<file path="src/rtl/regfile_arb_pkg.sv">
// Shared constants for the register-file write-port arbiter.
// Requester index constants name the usual writeback sources.
package regfile_arb_pkg;
    localparam int REG_ADDR_W = 4;
    localparam int NUM_REGS   = 16;

    localparam int REQ_ALU  = 0;
    localparam int REQ_LOAD = 1;
    localparam int REQ_LINK = 2;
endpackage

</file>
<file path="src/rtl/rr_arbiter.sv">
// Round-robin arbiter: one-hot grant plus its binary index.
// The scan starts at ptr_i and wraps modulo N.
module rr_arbiter #(
    parameter int N  = 3,
    parameter int IW = (N > 1) ? $clog2(N) : 1
) (
    input  logic [N-1:0]  req_i,
    input  logic [IW-1:0] ptr_i,
    output logic [N-1:0]  grant_o,
    output logic [IW-1:0] idx_o
);
    int   cand;
    logic found;

    always_comb begin
        grant_o = '0;
        idx_o   = '0;
        found   = 1'b0;
        cand    = 0;
        for (int k = 0; k < N; k++) begin
            cand = (int'(ptr_i) + k) % N;
            if (!found && req_i[cand]) begin
                found         = 1'b1;
                grant_o[cand] = 1'b1;
                idx_o         = cand[IW-1:0];
            end
        end
    end
endmodule

</file>
<file path="src/rtl/regfile_write_arbiter.sv">
// Arbitrates NREQ writeback sources onto the register file's single write port.
// Build option REGFILE_ARB_R0_ZERO_EN: writes to r0 are dropped and r0 never flags a hazard.
module regfile_write_arbiter
    import regfile_arb_pkg::*;
#(
    parameter int DBITS = 32,
    parameter int NREQ  = 3
) (
    input  logic                       clk,
    input  logic                       reset,
    input  logic                       hold,
    input  logic [NREQ-1:0]            req_valid,
    output logic [NREQ-1:0]            req_ready,
    input  logic [REG_ADDR_W*NREQ-1:0] req_rd,
    input  logic [DBITS*NREQ-1:0]      req_data,
    output logic                       rf_wrtEn,
    output logic [REG_ADDR_W-1:0]      rf_rd,
    output logic [DBITS-1:0]           rf_wrtData,
    input  logic [REG_ADDR_W-1:0]      rs1,
    input  logic [REG_ADDR_W-1:0]      rs2,
    output logic                       hazard1,
    output logic                       hazard2
);
    localparam int PW = $clog2(NREQ);

    logic [PW-1:0]         ptr_q, ptr_d;
    logic                  wrten_q, wrten_d;
    logic [REG_ADDR_W-1:0] rd_q, rd_d;
    logic [DBITS-1:0]      data_q, data_d;

    logic [NREQ-1:0]       arb_req;
    logic [NREQ-1:0]       grant;
    logic [PW-1:0]         gidx;
    logic                  accept;
    logic [REG_ADDR_W-1:0] sel_rd;
    logic [DBITS-1:0]      sel_data;

    assign arb_req = (reset || hold) ? '0 : req_valid;

    rr_arbiter #(.N(NREQ), .IW(PW)) u_rr (
        .req_i   (arb_req),
        .ptr_i   (ptr_q),
        .grant_o (grant),
        .idx_o   (gidx)
    );

    assign req_ready = grant;
    assign accept    = |grant;
    assign sel_rd    = req_rd[REG_ADDR_W*gidx +: REG_ADDR_W];
    assign sel_data  = req_data[DBITS*gidx +: DBITS];

    always_comb begin
        ptr_d   = ptr_q;
        wrten_d = 1'b0;
        rd_d    = rd_q;
        data_d  = data_q;
        if (accept) begin
            ptr_d  = (gidx == PW'(NREQ - 1)) ? '0 : gidx + 1'b1;
            rd_d   = sel_rd;
            data_d = sel_data;
`ifdef REGFILE_ARB_R0_ZERO_EN
            // r0 writes still take their slot so fairness is unaffected
            wrten_d = (sel_rd != '0);
`else
            wrten_d = 1'b1;
`endif
        end
    end

    always_ff @(posedge clk) begin
        if (reset) begin
            ptr_q   <= '0;
            wrten_q <= 1'b0;
            rd_q    <= '0;
            data_q  <= '0;
        end else begin
            ptr_q   <= ptr_d;
            wrten_q <= wrten_d;
            rd_q    <= rd_d;
            data_q  <= data_d;
        end
    end

    assign rf_wrtEn   = wrten_q;
    assign rf_rd      = rd_q;
    assign rf_wrtData = data_q;

    always_comb begin
        hazard1 = wrten_q && (rd_q == rs1);
        hazard2 = wrten_q && (rd_q == rs2);
        for (int i = 0; i < NREQ; i++) begin
            if (req_valid[i] && (req_rd[REG_ADDR_W*i +: REG_ADDR_W] == rs1)) hazard1 = 1'b1;
            if (req_valid[i] && (req_rd[REG_ADDR_W*i +: REG_ADDR_W] == rs2)) hazard2 = 1'b1;
        end
`ifdef REGFILE_ARB_R0_ZERO_EN
        if (rs1 == '0) hazard1 = 1'b0;
        if (rs2 == '0) hazard2 = 1'b0;
`endif
    end
endmodule
</file>
<file path="config.mk">
export PLATFORM = sky130hd
export DESIGN_NAME = regfile_write_arbiter
export DESIGN_NICKNAME = d
export VERILOG_FILES = /design/src/rtl/regfile_arb_pkg.sv /design/src/rtl/rr_arbiter.sv /design/src/rtl/regfile_write_arbiter.sv
export SDC_FILE = /design/constraint.sdc
export NUM_CORES = 1
export LEC_CHECK = 0
export CORE_ASPECT_RATIO = 1.25
export CORE_MARGIN = 4
export CORE_UTILIZATION = 42
export CTS_CLUSTER_DIAMETER = 60
export DETAILED_ROUTE_END_ITERATION = 16
export GPL_ROUTABILITY_DRIVEN = 0
export PLACE_DENSITY = 0.87
export SLEW_MARGIN = 25
export SYNTH_ARGS = -nofsm -noshare
export SYNTH_HDL_FRONTEND = slang
export SYNTH_SLANG_ARGS = --single-unit
</file>
<file path="constraint.sdc">
create_clock -name clk -period 5.6 [get_ports clk]
set_clock_uncertainty 0.2 [all_clocks]
set_input_delay 1.12 -clock clk [delete_from_list [all_inputs] [get_ports clk]]
set_output_delay 1.12 -clock clk [all_outputs]
set_load 0.01 [all_outputs]
</file>
* Word level (Yosys, flattened, before mapping)
Index checks and enable logic that the tools add are counted.
** Storage, ports and cells
- Register bits after elaboration :: 39
- Bits of input ports :: 122
- Output and inout port bits :: 42
** Operators by class
- $add $sub $neg :: 3
- Divide/modulo/power cells :: 3
- $lt $le $gt $ge :: 6
- Eq/ne operators :: 9
- Shift-type cells :: 2
- Multiplexer cells :: 32
- Bitwise operators :: 2
- Reductions and logical operators :: 17
** Operator list (number)
- $ge A32 B1 Y1 const B :: 3
- $lt A32 B4 Y1 const B :: 3
- $shiftx A96 B8 Y32 :: 1
- $mod A32 B3 Y32 const B :: 2
- $eq A4 B4 Y1 :: 8
- $mod A3 B3 Y32 const B :: 1
- $mux W1 :: 18
- $logic_and A1 B1 Y1 :: 13
- $mux W3 :: 4
- $shiftx A12 B5 Y4 :: 1
- $mux W2 :: 4
- $bmux W1 S2 :: 3
- $demux W1 S2 :: 3
- $or A3 B3 Y3 :: 2
- $add A2 B1 Y3 const B :: 1
- $add A2 B2 Y3 const B :: 1
- $reduce_or A3 Y1 :: 1
- $add A2 B1 Y2 const B :: 1
- $eq A2 B2 Y1 const B :: 1
- $logic_not A1 Y1 :: 2
- $logic_or A1 B1 Y1 :: 1

* Depth between registers and ports, before layout
- Depth in word-level cells :: 14
- Gate-level depth with buffers :: 11
- Gate-level depth less buffers :: 8

* Cells and area by module
A second synthesis with hierarchy kept.
** Unflattened totals
- Cells, all modules :: 361
- Area total of the unflattened synthesis :: 2836.5 sq um
** By module, submodules not included
- regfile_write_arbiter :: instances 1, cells each 309, area an instance 2503.7 sq um
- rr_arbiter :: instances 1, cells each 52, area an instance 332.8 sq um

* Worst setup path before layout
Ideal clock, no wire load.
- Path kind :: input port to output port
- Start :: in req_valid[1]
- End :: out req_ready[0]
- Data arrival time :: 2.061 ns
- Slack :: 2.219 ns
- Stages on the path :: 5
- Cells stage by stage :: buf_4 > inv_1 > a2111oi_4 > o21ai_1 > a31oi_4
** On the way
- Longest elaborated chain between the ends :: 11
- Elaborated cells on any way between the ends :: 21
- Classes of those cells :: 15 x mux; 2 x bitwise; 4 x reduce/logical
** RTL lines
- from (decl) :: RTL line regfile_write_arbiter.sv:12 : input logic [NREQ-1:0] req_valid,
- $mux W3 * :: RTL line regfile_write_arbiter.sv:38 : assign arb_req = (reset || hold) ? '0 : req_valid;
- $bmux W1 S2 :: RTL line rr_arbiter.sv:22 : if (!found && req_i[cand]) begin
- $mux W1 (not written as such) (2 in series) :: RTL line rr_arbiter.sv:22
- $mux W1 :: RTL line rr_arbiter.sv:22
- $logic_not A1 Y1 :: RTL line rr_arbiter.sv:22
- $logic_and A1 B1 Y1 :: RTL line rr_arbiter.sv:22
- $mux W1 :: RTL line rr_arbiter.sv:22
- $logic_not A1 Y1 :: RTL line rr_arbiter.sv:22
- $logic_and A1 B1 Y1 :: RTL line rr_arbiter.sv:22
- $mux W3 * :: RTL line rr_arbiter.sv:22
- to (decl) :: RTL line regfile_write_arbiter.sv:13 : output logic [NREQ-1:0] req_ready,
Mark *: on every way between the ends. The rest lies on a longest branch, timed or not. The select of a mux whose other input is x is not followed.

* Worst setup path in the final report
Ends and elaborated chain as after synthesis.

==> impl_metrics.xml <==
<?xml version="1.0" encoding="UTF-8"?>
<metrics>
  <group name="logic_synthesis">
    <metric name="syn-mean-instance-area" unit="µm²">9.27</metric>
    <metric name="synth_edf_count" unit="">0</metric>
    <metric name="synth.yosys.seq_area_share" unit="">0.271</metric>
    <metric name="synth-async-reset-ratio" unit="">0</metric>
    <metric name="flops_latches_synth" unit="">39</metric>
    <metric name="synth_net_count" unit="">437</metric>
    <metric name="synthFlopType" unit="">dfxtp_1</metric>
    <metric name="synth-warning-count" unit="">0</metric>
    <metric name="postSynthCellCount" unit="">311</metric>
    <metric name="synth.distinct_cells" unit="">44</metric>
    <metric name="synth_area_leader_cell" unit="">dfxtp_1</metric>
    <metric name="synthesis.area" unit="µm²">2880</metric>
    <metric name="netlist.area_leader.share" unit="">0.271</metric>
    <metric name="synth_top_cells_by_area" unit="">dfxtp_1 27%, mux2i_1 13%, a22o_1 11%</metric>
  </group>
  <group name="status">
    <metric name="status" unit="">completed</metric>
  </group>
  <group name="setup_path">
    <metric name="worst_path_largest_cell_delay" unit="ps">680</metric>
    <metric name="timing.critical_path.required" unit="ps">4280</metric>
    <metric name="crit_path_top_delay_cell" unit="">clkdlybuf4s50_1</metric>
    <metric name="crit_path_start_kind" unit="">input pin</metric>
    <metric name="timing.critical_path.mode_cell" unit="">clkdlybuf4s50_1</metric>
    <metric name="reg2reg_depth" unit="">9</metric>
    <metric name="cp_data_arrival_time" unit="ps">3360</metric>
    <metric name="crit_path_capture_type" unit="">output port</metric>
    <metric name="critical_path.reg2reg.startpoint" unit="">ptr_q[0]</metric>
    <metric name="reg2reg_to" unit="">rf_wrtData[0]</metric>
    <metric name="critical_path.cell_chain" unit="">clkdlybuf4s50_1, inv_1, a2111oi_4, o21ai_1, a31oi_4, clkdlybuf4s50_1</metric>
    <metric name="reg2reg_setup_slack" unit="ps">2410</metric>
    <metric name="critical_path.max_fanout" unit="">9</metric>
    <metric name="criticalPathCategory" unit="">in2out</metric>
  </group>
  <group name="global_route">
    <metric name="maximum_number_of_pins_on_one_net_before_global_route_repair" unit="">40</metric>
    <metric name="global_route.usage.total" unit="">0.216</metric>
    <metric name="first_global_vias" unit="">3007</metric>
    <metric name="grt_first_pass_wirelength" unit="mm">13.9</metric>
    <metric name="number_of_antenna_violations_at_the_first_check_in_global_routing" unit="">0</metric>
    <metric name="grt_overflow" unit="">0</metric>
  </group>
  <group name="route">
    <metric name="drt_iter0_drc" unit="">59</metric>
    <metric name="avgRoutedWirePerCell" unit="µm">16.5</metric>
    <metric name="routed_via_density" unit="">5.33</metric>
    <metric name="remaining_drc_errors" unit="">0</metric>
    <metric name="detailedRoute.firstPassIterationCount" unit="">4</metric>
    <metric name="vias" unit="">2928</metric>
    <metric name="detail_route.wirelength" unit="mm">9.08</metric>
    <metric name="final_antenna_net_count" unit="">0</metric>
  </group>
  <group name="job">
    <metric name="cap_viol_max_count" unit="">0</metric>
  </group>
  <group name="power">
    <metric name="vdd.ir_drop.worst" unit="mV">0.160</metric>
    <metric name="switching_share" unit="">0.357</metric>
    <metric name="leakagePower" unit="nW">1.87</metric>
    <metric name="power_switching" unit="W">0.000498</metric>
    <metric name="power.share.combinational" unit="">0.539</metric>
    <metric name="p_int" unit="W">0.000897</metric>
    <metric name="power.density" unit="nW/µm²">307</metric>
    <metric name="post-layout-total-power" unit="W">0.00140</metric>
    <metric name="share_seq_of_total_power" unit="">0.312</metric>
    <metric name="power.clock.fraction" unit="">0.150</metric>
  </group>
  <group name="clock_tree">
    <metric name="post_cts_resized" unit="">0</metric>
    <metric name="cts_tree" unit="">built</metric>
    <metric name="clock_tree.buffer_depth" unit="">2</metric>
    <metric name="clkSinkCount" unit="">39</metric>
    <metric name="worst_skew_pair.late_latency" unit="ps">280</metric>
    <metric name="post_cts_hold_buffer_count" unit="">0</metric>
    <metric name="cell_at_the_root_of_the_clock_tree" unit="">clkbuf_8</metric>
    <metric name="clock_buffers_created_by_tritoncts" unit="">5</metric>
    <metric name="clock_tree.htree_level_count" unit="">2</metric>
    <metric name="clkTransAtPathRegs" unit="ps">70</metric>
    <metric name="cts_setup_buffers" unit="">0</metric>
  </group>
  <group name="worst_hold_path">
    <metric name="end_of_the_worst_hold_path" unit="">rf_wrtData[27]</metric>
    <metric name="launch_instance_of_the_worst_min_delay_path" unit="">rf_wrtData[27]</metric>
    <metric name="min_path_cells" unit="">2</metric>
    <metric name="hold_removal_path_class" unit="">reg2reg</metric>
  </group>
  <group name="final_layout">
    <metric name="area_growth_syn_to_layout" unit="%">57.8</metric>
    <metric name="final_layout_size_suffix_gt1_frac" unit="">0.0455</metric>
    <metric name="fin_nets" unit="">587</metric>
    <metric name="layout.filler_cells" unit="">550</metric>
    <metric name="layout.cells.most_common" unit="">clkdlybuf4s50_1</metric>
    <metric name="n_antenna_cell" unit="">0</metric>
    <metric name="mostFrequentLayoutCells" unit="">163 x clkdlybuf4s50_1, 40 x a21oi_1, 39 x dfxtp_1, 38 x mux2i_1, 36 x a22o_1</metric>
  </group>
  <group name="floorplanning">
    <metric name="core_area" unit="µm²">6610</metric>
    <metric name="height_of_the_chip" unit="µm">101</metric>
    <metric name="num_io_pins" unit="">164</metric>
    <metric name="die_w" unit="µm">82.1</metric>
    <metric name="num_rows" unit="">33</metric>
    <metric name="dieArea" unit="µm²">8260</metric>
    <metric name="floorplan.initialDensity" unit="">0.436</metric>
  </group>
  <group name="sta">
    <metric name="slew_headroom" unit="">0.390</metric>
    <metric name="hold_violations" unit="">0</metric>
    <metric name="timing.fmax" unit="MHz">214</metric>
    <metric name="tns" unit="ps">0</metric>
    <metric name="final_min_period_over_clock_period" unit="">0.835</metric>
    <metric name="worst-slew-pin-transition" unit="ps">913</metric>
    <metric name="post-route-min-period" unit="ps">4680</metric>
    <metric name="slew_viol_final" unit="">0</metric>
    <metric name="grt_setup_unrepaired" unit="">no</metric>
    <metric name="finalSetupViolCount" unit="">0</metric>
  </group>
  <group name="placed_design">
    <metric name="dpl.hpwl" unit="mm">7.08</metric>
    <metric name="port_buffers" unit="">163</metric>
  </group>
</metrics>
## registers in the layout, indices dropped and copies added, names as in the netlist
register and cells:
rf_rd 4, ptr_q 2, rf_wrtEn 1, rf_wrtData 32
## final cells by class
type	instances	area [µm²]	area share
multi-input combinational	241	1870	0.412
timing repair buffer	166	1650	0.364
sequential	39	781	0.172
tap	87	109	0.0239
clock buffer	8	100	0.0220
inverter	8	30.0	0.00660
## Yosys cell counts, types with 2 or more instances
master / instances
buf_4: 5
nand2_1: 4
o41ai_1: 2
xor2_1: 24
dfxtp_1: 39
a21oi_1: 40
buf_12: 3
mux2i_1: 38
nand4_1: 2
nor3_1: 8
inv_1: 7
buf_6: 5
xnor2_1: 8
clkbuf_1: 4
nand2b_1: 34
a22o_1: 36
nand3_1: 9
ha_1: 4
o21ai_0: 4
o21ai_1: 2
or2b_1: 4
buf_2: 5
nor2_1: 3
## power by group through the flow
stage	sequential [W]	combinational [W]	clock, W
final	0.000435	0.000752	0.000209
after global routing	0.000446	0.000807	0.000227
after CTS	0.000435	0.000759	0.000215
after detailed placement	0.000441	0.000753	0
after global placement	0.000434	0.000739	0
after floorplan	0.000475	0.000400	0
## per-stage QoR
step	hold slack (ps)	setup slack [ps]	instance area, µm²	utilization	cells
2_1_floorplan	296	2220	2880	-	311
3_3_place_gp	261	1030	4450	0.673	541
3_5_place_dp	269	949	4450	0.673	541
4_1_cts	283	940	4550	0.688	549
5_1_grt	302	859	4550	0.688	549
6_report	279	924	4550	0.688	549
## routing by layer
metal	up-vias	wire length (µm)	global-route usage
met2	105	4960	0.401
met3	20	609	0.0528
met1	1378	3270	0.228
met4	0	247	0.0831
met5	-	0	0
li1	1425	-	-
## worst max-delay path: cells and delay by family
family | cells | cell delay (ps)
AOI/OAI and AO/OA | 3 | 820
buffers and inverters | 3 | 1410
## logic make-up after synthesis
group                      synth area share
DFF                                   0.271
AOI/OAI and AO/OA                     0.248
muxes                                 0.132
and+or+nand+nor                       0.152
buffers and inverters                0.0790
adders and majority gates            0.0213
xor gates and xnor gates             0.0972
## how the worst max path moves through the flow
stage / start / end / slack [ps] / cells after the start
detailed placement: req_valid[1] / req_ready[0] / 950 / 6
CTS: req_valid[1] / req_ready[0] / 940 / 6
global route: req_valid[0] / req_ready[0] / 860 / 6
floorplan: req_valid[1] / req_ready[0] / 2220 / 5
global placement: req_valid[1] / req_ready[0] / 1030 / 6
finish: req_valid[1] / req_ready[0] / 920 / 6
(Power assumes the default switching activity.)
